===== config.mk =====
export PLATFORM = sky130hd
export DESIGN_NAME = if_stage
export DESIGN_NICKNAME = d
export VERILOG_FILES = /design/src/rtl/core_pkg.sv /design/src/rtl/bit_mux.sv /design/src/rtl/if_stage.sv
export SDC_FILE = /design/constraint.sdc
export NUM_CORES = 1
export LEC_CHECK = 0
export ABC_AREA = 1
export CAP_MARGIN = 30
export CELL_PAD_IN_SITES_DETAIL_PLACEMENT = 1
export CELL_PAD_IN_SITES_GLOBAL_PLACEMENT = 2
export CORE_AREA = 2 2 187 189
export CTS_CLUSTER_DIAMETER = 30
export DETAILED_ROUTE_END_ITERATION = 10
export DIE_AREA = 0 0 189 191
export GPL_TIMING_DRIVEN = 1
export PLACE_DENSITY_LB_ADDON = 0.1
export SLEW_MARGIN = 20
export SYNTH_ARGS = -nofsm -noshare
export SYNTH_HDL_FRONTEND = slang
export SYNTH_SLANG_ARGS = --single-unit

===== constraint.sdc =====
create_clock -name clk -period 4.35 [get_ports clk]
set_input_delay 0.435 -clock clk [delete_from_list [all_inputs] [get_ports clk]]
set_output_delay 0.435 -clock clk [all_outputs]
set_load 0.01 [all_outputs]

===== src/rtl/core_pkg.sv =====
// core_pkg: shared constants and types for the RV32I core front end.
//   XLEN         - datapath width
//   NOP_INST     - canonical NOP (addi x0, x0, 0) used as the IF/ID bubble
//   ECALL_INST   - system call encoding, stops fetch
//   EBREAK_INST  - breakpoint encoding, stops fetch
//   fetch_state_e - fetch sequencer states
//   is_halt_inst - true for ECALL/EBREAK
package core_pkg;

    localparam int XLEN = 32;

    localparam logic [XLEN-1:0] NOP_INST    = 32'h0000_0013;
    localparam logic [XLEN-1:0] ECALL_INST  = 32'h0000_0073;
    localparam logic [XLEN-1:0] EBREAK_INST = 32'h0010_0073;

    typedef enum logic [1:0] {
        BOOT = 2'd0,
        RUN  = 2'd1,
        HALT = 2'd2
    } fetch_state_e;

    function automatic logic is_halt_inst(input logic [XLEN-1:0] inst);
        return (inst == ECALL_INST) || (inst == EBREAK_INST);
    endfunction

endpackage


===== src/rtl/bit_mux.sv =====
// bit_mux: 32-bit 2:1 multiplexer shared across the core.
//   w0 - selected when s = 0
//   w1 - selected when s = 1
//   s  - select
//   y  - result
module bit_mux (
    input  logic [31:0] w0,
    input  logic [31:0] w1,
    input  logic        s,
    output logic [31:0] y
);

    genvar gi;
    generate
        for (gi = 0; gi < 32; gi++) begin : g_bit
            assign y[gi] = s ? w1[gi] : w0[gi];
        end
    endgenerate

endmodule


===== src/rtl/if_stage.sv =====
// if_stage: instruction fetch stage of the RV32I pipeline.
// Owns the PC, drives the instruction memory address and loads IF/ID.
//   clk, rst            - clock, asynchronous active-high reset
//   stall               - hold PC and IF/ID
//   branch_taken        - redirect from EX (also next-PC mux select)
//   branch_target       - redirect address (low two bits dropped)
//   imem_addr/imem_en   - instruction memory address and fetch enable
//   imem_rdata          - instruction at imem_addr, same cycle
//   ifid_pc/pc4/inst/valid - IF/ID pipeline register
//   halted              - fetch stopped by ECALL/EBREAK
//   misalign_err        - sticky: a misaligned branch target was taken
//   fetch_count         - number of valid instructions loaded into IF/ID
module if_stage
    import core_pkg::*;
#(
    parameter logic [31:0] RESET_PC = 32'h0000_0000
) (
    input  logic        clk,
    input  logic        rst,
    input  logic        stall,
    input  logic        branch_taken,
    input  logic [31:0] branch_target,
    output logic [31:0] imem_addr,
    output logic        imem_en,
    input  logic [31:0] imem_rdata,
    output logic [31:0] ifid_pc,
    output logic [31:0] ifid_pc4,
    output logic [31:0] ifid_inst,
    output logic        ifid_valid,
    output logic        halted,
    output logic        misalign_err,
    output logic [31:0] fetch_count
);

    fetch_state_e state_reg, state_next;

    logic [XLEN-1:0] pc_reg;
    logic [XLEN-1:0] pc_plus4;
    logic [XLEN-1:0] target_aligned;
    logic [XLEN-1:0] pc_next;

    logic pc_load;
    logic ifid_load;
    logic ifid_flush;
    logic mis_set;

    assign pc_plus4       = pc_reg + 32'd4;
    assign target_aligned = {branch_target[31:2], 2'b00};

    // Stall/halt hold is handled by pc_load acting as a register enable;
    // the mux only chooses between sequential and redirected flow.
    bit_mux u_next_pc_mux (
        .w0 (pc_plus4),
        .w1 (target_aligned),
        .s  (branch_taken),
        .y  (pc_next)
    );

    always_comb begin
        state_next = state_reg;
        pc_load    = 1'b0;
        ifid_load  = 1'b0;
        ifid_flush = 1'b0;
        mis_set    = 1'b0;
        case (state_reg)
            BOOT: begin
                // One settling cycle: PC held, bubble in IF/ID.
                state_next = RUN;
                ifid_flush = 1'b1;
            end
            RUN: begin
                if (branch_taken) begin
                    pc_load    = 1'b1;
                    ifid_flush = 1'b1;
                    mis_set    = |branch_target[1:0];
                end else if (!stall) begin
                    pc_load   = 1'b1;
                    ifid_load = 1'b1;
                    if (is_halt_inst(imem_rdata)) begin
                        state_next = HALT;
                    end
                end
            end
            HALT: begin
                // A redirect arriving here came from an older branch, so the
                // halting instruction is squashed and fetch resumes.
                if (branch_taken) begin
                    pc_load    = 1'b1;
                    ifid_flush = 1'b1;
                    mis_set    = |branch_target[1:0];
                    state_next = RUN;
                end else if (!stall) begin
                    ifid_flush = 1'b1;
                end
            end
            default: begin
                state_next = BOOT;
            end
        endcase
    end

    always_ff @(posedge clk or posedge rst) begin
        if (rst) begin
            state_reg    <= BOOT;
            pc_reg       <= RESET_PC;
            ifid_pc      <= '0;
            ifid_pc4     <= '0;
            ifid_inst    <= NOP_INST;
            ifid_valid   <= 1'b0;
            misalign_err <= 1'b0;
            fetch_count  <= '0;
        end else begin
            state_reg <= state_next;
            if (pc_load) begin
                pc_reg <= pc_next;
            end
            if (ifid_load) begin
                ifid_pc     <= pc_reg;
                ifid_pc4    <= pc_plus4;
                ifid_inst   <= imem_rdata;
                ifid_valid  <= 1'b1;
                fetch_count <= fetch_count + 32'd1;
            end else if (ifid_flush) begin
                ifid_pc    <= '0;
                ifid_pc4   <= '0;
                ifid_inst  <= NOP_INST;
                ifid_valid <= 1'b0;
            end
            if (mis_set) begin
                misalign_err <= 1'b1;
            end
        end
    end

    assign imem_addr = pc_reg;
    assign imem_en   = (state_reg == RUN);
    assign halted    = (state_reg == HALT);

endmodule


==> impl_results.md, run 1 <==
* Largest net degree at the start of global routing at 136
* Kind of critical path: register to primary output
* PortBufs at 225
* CTS buffer count at 17
* Final Max Tran Viols at 0
* Fin area at 11310 um2
* Root Driver: clkbuf_16
* R2R Setup Slk at 2070 ps
* Most common cell after layout, fill and taps aside: nand2_1
* Hold buffers post-CTS at 0
* Clock Tree Buf Depth at 2
* Worst-path clk slew at 70 ps
* YS warnings at 0
* Ys async rst share at 1.000
* Hold Crit Class: primary input to async pin
* DR WL/cell at 17.66 um
* CTS sink count at 158
* Die H at 191 um
* Final TNS setup at 0 ps
* Worst Path Buf+Inv at 2
* Starting Density at 0.2364
* Final Hold Vio Count at 0
* FF-to-FF End: imem_addr[6]$_DFFE_PP0P_
* Post-synth top area share at 0.4810
* Die W at 189 um
* Gpl congestion at 0.7547
* Post-DP HPWL at 22350 um
* Most frequent cells in the layout: nand2_1, clkdlybuf4s50_1, dfrtp_1
* Yosys cell types at 35
* Clk Latency, worst-skew pair at 430 ps
* Number of synthesized flops with an enable pin at 0
* Critical Path Start Type: register
* Post-synthesis register bit count at 158
* Setup Fix Bufs, Post-CTS at 0
* Pre-antenna DRT Iters at 5
* Crit path launch: state_reg[1]$_DFFE_PP0P_
* Top post-synthesis cells by area: dfrtp_1, nand2_1, nand3_1, nor2_1, inv_1
* Final WL at 30430 um
* Period utilization at 0.5457
* Area leader, netlist: dfrtp_1
* Initial antenna violation count at 0
* Overflow after GRT at 0
* Crit-path cells: inv_1 -> ha_1 -> clkdlybuf4s50_1
* Worst Skew at 13.53 ps
* Max-cap violations at 0
* Final net count at 1330
* DRT antenna net count at 0
* All-Layer GR Usage at 0.1720
* Vias in the first global route at 7908
* P per Cell Area at 370.8 nW/um2
* Worst path slowest cell: clkdlybuf4s50_1
* Unrepaired setup endpoints after global routing: no
* Full die area at 36100 um2
* Mapped Cells at 1047
* Worst EP required at 3910 ps
* Largest fanout on the critical path at 5
* Top delay family on crit path: buffers and inverters
* Core region area at 34120 um2
* Outcome: completed
* Post-DP Area at 10720 um2
* Avg Cell Area, Syn at 7.702 um2
* Syn-to-layout area delta at 40.23%
* DRC at 0
* Maximum vdd drop at 258.6 uV
* FP Rows at 68
* H-Tree Level Count at 4
* Endpoint class of the critical path: primary output
* Prevailing post-synth register cell: dfrtp_1
* Seq/Total Area, Yosys at 0.4908
* TritonCTS clock tree: built
* Via count at 7511
* Number of diodes at 0
* RR Startpoint: state_reg[1]$_DFFE_PP0P_
* Critical Path AT at 1940 ps
* Leakage at 5.139 nW
* Largest stage delay on the critical path at 610 ps
* First DRT Iteration DRCs at 323
* Mapped Area at 8064 um2
* Max_slew headroom at 0.5262
* Layout cells sized above 1 at 0.05284
* Io pins at 232
* Final worst path period need at 2374 ps
* # setup viols final at 0
* Post-CTS sizing at 0
* First-pass GRT wire length at 47540 um
* F_max at 421.3 MHz
* Worst-margin pin slew at 709.7 ps
* R2R cell count at 9
* Largest regs: fetch_count (32), ifid_inst (32)
* Via/cell ratio at 4.359
## cells in the mapped netlist, types with 7 or more instances
cell type / instances
dfrtp_1: 155
nand3_1: 134
a21oi_1: 23
o21ai_0: 47
xor2_1: 19
clkbuf_1: 11
xnor2_1: 10
nand2_1: 354
nor2_4: 7
nor2_1: 125
buf_2: 22
buf_4: 7
buf_6: 7
ha_1: 7
inv_1: 63
## worst max-delay path by stage
stage                                 end  cells after the start
2_1_floorplan  fetch_count[0]$_DFFE_PP0P_                      1
3_3_place_gp     ifid_inst[4]$_DFFE_PP1P_                      8
3_5_place_dp     imem_addr[6]$_DFFE_PP0P_                     11
4_1_cts                           imem_en                      3
5_1_grt          imem_addr[6]$_DFFE_PP0P_                      9
6_report                          imem_en                      3
## layer usage
layer  global-route usage  part of all wire  vias to the layer above
li1                     -                 -                     3737
met3              0.02772             0.026                       13
met1               0.2366              0.49                     3631
met2               0.2843              0.48                      130
met4              0.03696            0.0093                        0
met5                    0                 0                        -
## metrics by stage
step / cells / hold slack (ps) / total power, mW / utilization / setup slack, ps
after global placement: 1689 / 455.7 / 2.757 / 0.3136 / 1649
after global routing: 1723 / 343.4 / 4.435 / 0.3315 / 1828
after detailed placement: 1690 / 473.7 / 2.765 / 0.3142 / 1590
after floorplan: 1052 / 490.1 / 2.187 / - / 1917
after CTS: 1722 / 482.3 / 4.283 / 0.3309 / 1958
final: 1723 / 341.3 / 4.193 / 0.3315 / 1976
## area by class of cell
cell class | instances | area [um2]
fillers | 4094 | 22810
repair buffers | 234 | 2370
clock buffers | 20 | 456.7
flip-flops and latches | 158 | 3958
well taps | 455 | 569.3
clock inverters | 12 | 112.6
inverters | 66 | 252.7
multi-input cells | 778 | 3590
## kinds of logic after synthesis
kind of cell,after synthesis,share of synthesized area
buffers and inverters,116,0.06734
and+or+nand+nor,649,0.3418
adders and majority gates,7,0.01086
AOI/OAI and AO/OA,87,0.05726
other,1,0.0004650
xor gates and xnor gates,29,0.03150
DFF,158,0.4908
## where the power goes
part | leakage (nW) | switching, mW | internal (mW) | total, mW
Sequential | 2.03 | 0.175 | 1.62 | 1.79
Clock | 0.265 | 0.652 | 0.822 | 1.47
Combinational | 2.84 | 0.489 | 0.437 | 0.925
Note: power is estimated with default switching activity, not from simulation.
==> inputs of run 2 (changes only) <==
- clock period: 4.35 -> 2.1 ns (I/O delays scaled with it)
==> impl_results.md, run 2 (synthesis results as in run 1) <==
* Outcome: completed
* Full die area at 36100 um2 (unchanged)
* Via/cell ratio at 4.378 (+0.43%)
* Worst Skew at 15.42 ps (+1.885 ps)
* Final Hold Vio Count at 0 (unchanged)
* Total Power at 8.641 mW (+110%)
* Period utilization at 0.9511
* Io pins at 232 (unchanged)
* # placed instances at 1716 (+1.5%)
* Max-cap violations at 0 (unchanged)
* DRC at 0 (unchanged)
* Most frequent cells in the layout: nand2_1, clkdlybuf4s50_1, dfrtp_1
* Unrepaired setup endpoints after global routing: no
* Gpl congestion at 0.7506 (-0.54%)
* Final worst path period need at 1997 ps
* Most common cell after layout, fill and taps aside: nand2_1
* Maximum vdd drop at 580.9 uV (+120%)
* Fin area at 11580 um2 (+2.4%)
* TritonCTS clock tree: built
* PortBufs at 225 (unchanged)
* Largest regs: fetch_count (32), ifid_inst (32)
* CTS sink count at 158 (unchanged)
* Largest net degree at the start of global routing at 94 (-31%)
* Final Max Tran Viols at 0 (unchanged)
* Post-DP HPWL at 23610 um (+5.6%)
* Vias in the first global route at 8160 (+3.2%)
* Worst hold slack at 231.6 ps (-109.7 ps)
* Final net count at 1355 (+1.9%)
* Worst-margin pin slew at 652.8 ps (-56.85 ps)
* Setup Fix Bufs, Post-CTS at 0 (unchanged)
* H-Tree Level Count at 4 (unchanged)
* Syn-to-layout area delta at 43.65%
* Starting Density at 0.2364 (unchanged)
* Critical Path Start Type: register
* CTS buffer count at 17 (unchanged)
* Overflow after GRT at 0 (unchanged)
* First DRT Iteration DRCs at 296 (-8.4%)
* Kind of critical path: register to primary output
* Final WS setup at 102.8 ps (-1873 ps)
* Final WL at 30680 um (+0.85%)
* Via count at 7653 (+1.9%)
* Pre-antenna DRT Iters at 4 (-1)
* Layout cells sized above 1 at 0.07270 (+0.01986)
* Worst-path clk slew at 70 ps (about the same)
* Endpoint class of the critical path: primary output
* Initial antenna violation count at 0 (unchanged)
* Hold Crit Class: primary input to async pin
* Critical Path AT at 1790 ps (-150 ps)
* Largest fanout on the critical path at 5 (unchanged)
* Worst EP required at 1890 ps (-2020 ps)
* Root Driver: clkbuf_16
* DRT antenna net count at 0 (unchanged)
* Leakage at 5.290 nW (+2.9%)
* Die W at 189 um (unchanged)
* Final Util at 0.3395 (+0.008068)
* Fin cells at 1748 (+1.5%)
* Post-DP Area at 11030 um2 (+2.9%)
* R2R cell count at 9 (unchanged)
* # setup viols final at 0 (unchanged)
* Place WS at 120.0 ps (-1470 ps)
* First-pass GRT wire length at 47750 um (+0.45%)
* Final TNS setup at 0 ps (unchanged)
* Hold buffers post-CTS at 0 (unchanged)
* FP Rows at 68 (unchanged)
* Die H at 191 um (unchanged)
* Core region area at 34120 um2 (unchanged)
* F_max at 500.7 MHz
* All-Layer GR Usage at 0.1732 (+0.001177)
* P per Cell Area at 746.0 nW/um2 (+100%)
* Clock Tree Buf Depth at 2 (unchanged)
* DR WL/cell at 17.55 um (-0.59%)
* Number of diodes at 0 (unchanged)
* Clk Latency, worst-skew pair at 430 ps (about the same)
* Max_slew headroom at 0.5639 (+0.03768)
## run 2: cell count changes in the layout (fill, tap and decap cells not counted)
cell	delta
ha_2	+1
bufinv_16	-1
buf_4	+17
clkinv_4	-1
clkinv_2	+2
ha_4	+1
buf_12	+8
clkinvlp_4	-1
inv_6	+1
ha_1	-2
## run 2: cell type report
type / count / area, um2
sequential: 158 / 3958
inverter: 66 / 252.7
clock buffer: 20 / 456.7
clock inverter: 12 / 85.08
tap: 455 / 569.3
timing repair buffer: 259 / 2658
fill: 4071 / 22530
multi-input combinational: 778 / 3605
## run 2: routing by layer
| layer | global-route usage | vias up | routed length (um) |
|---|---|---|---|
| met4 | 0.04087 | 0 | 341 |
| li1 | - | 3789 | - |
| met1 | 0.2366 | 3691 | 14870 |
| met3 | 0.02644 | 20 | 922 |
| met5 | 0 | - | 0 |
| met2 | 0.2877 | 153 | 14550 |
## run 2: final timing paths
kind                                               to                      from  slack (ps)
setup reg to reg            imem_addr[31]$_DFFE_PP0P_  state_reg[0]$_DFFE_PP0P_         200
hold reg to reg              misalign_err$_DFFE_PP0P_  misalign_err$_DFFE_PP0P_         480
hold / removal             fetch_count[1]$_DFFE_PP0P_                       rst         230
max in group asynchronous    ifid_inst[1]$_DFFE_PP1P_                       rst        1300
setup / recovery                               halted  state_reg[0]$_DFFE_PP0P_         100
min in group clk            ifid_inst[20]$_DFFE_PP0P_            imem_rdata[20]         330
## run 2: power by group
group / switching (mW) / internal, mW / total (mW)
clock: 1.35 / 1.58 / 2.93
sequential: 0.330 / 3.35 / 3.68
combinational: 1.06 / 0.970 / 2.03
total: 2.74 / 5.90 / 8.64
## run 2: worst max-delay path, cell delays in order (launching register included)
cell,delay (ps)
dfrtp_1,460
inv_1,110
ha_2,230
clkdlybuf4s50_1,550
## run 2: what timing repair did
| item | in CTS | in global routing |
|---|---|---|
| endpoints found under the setup margin | 1 | 1 |
| gates cloned | 0 | 0 |
| resized for setup | 1 | 2 |
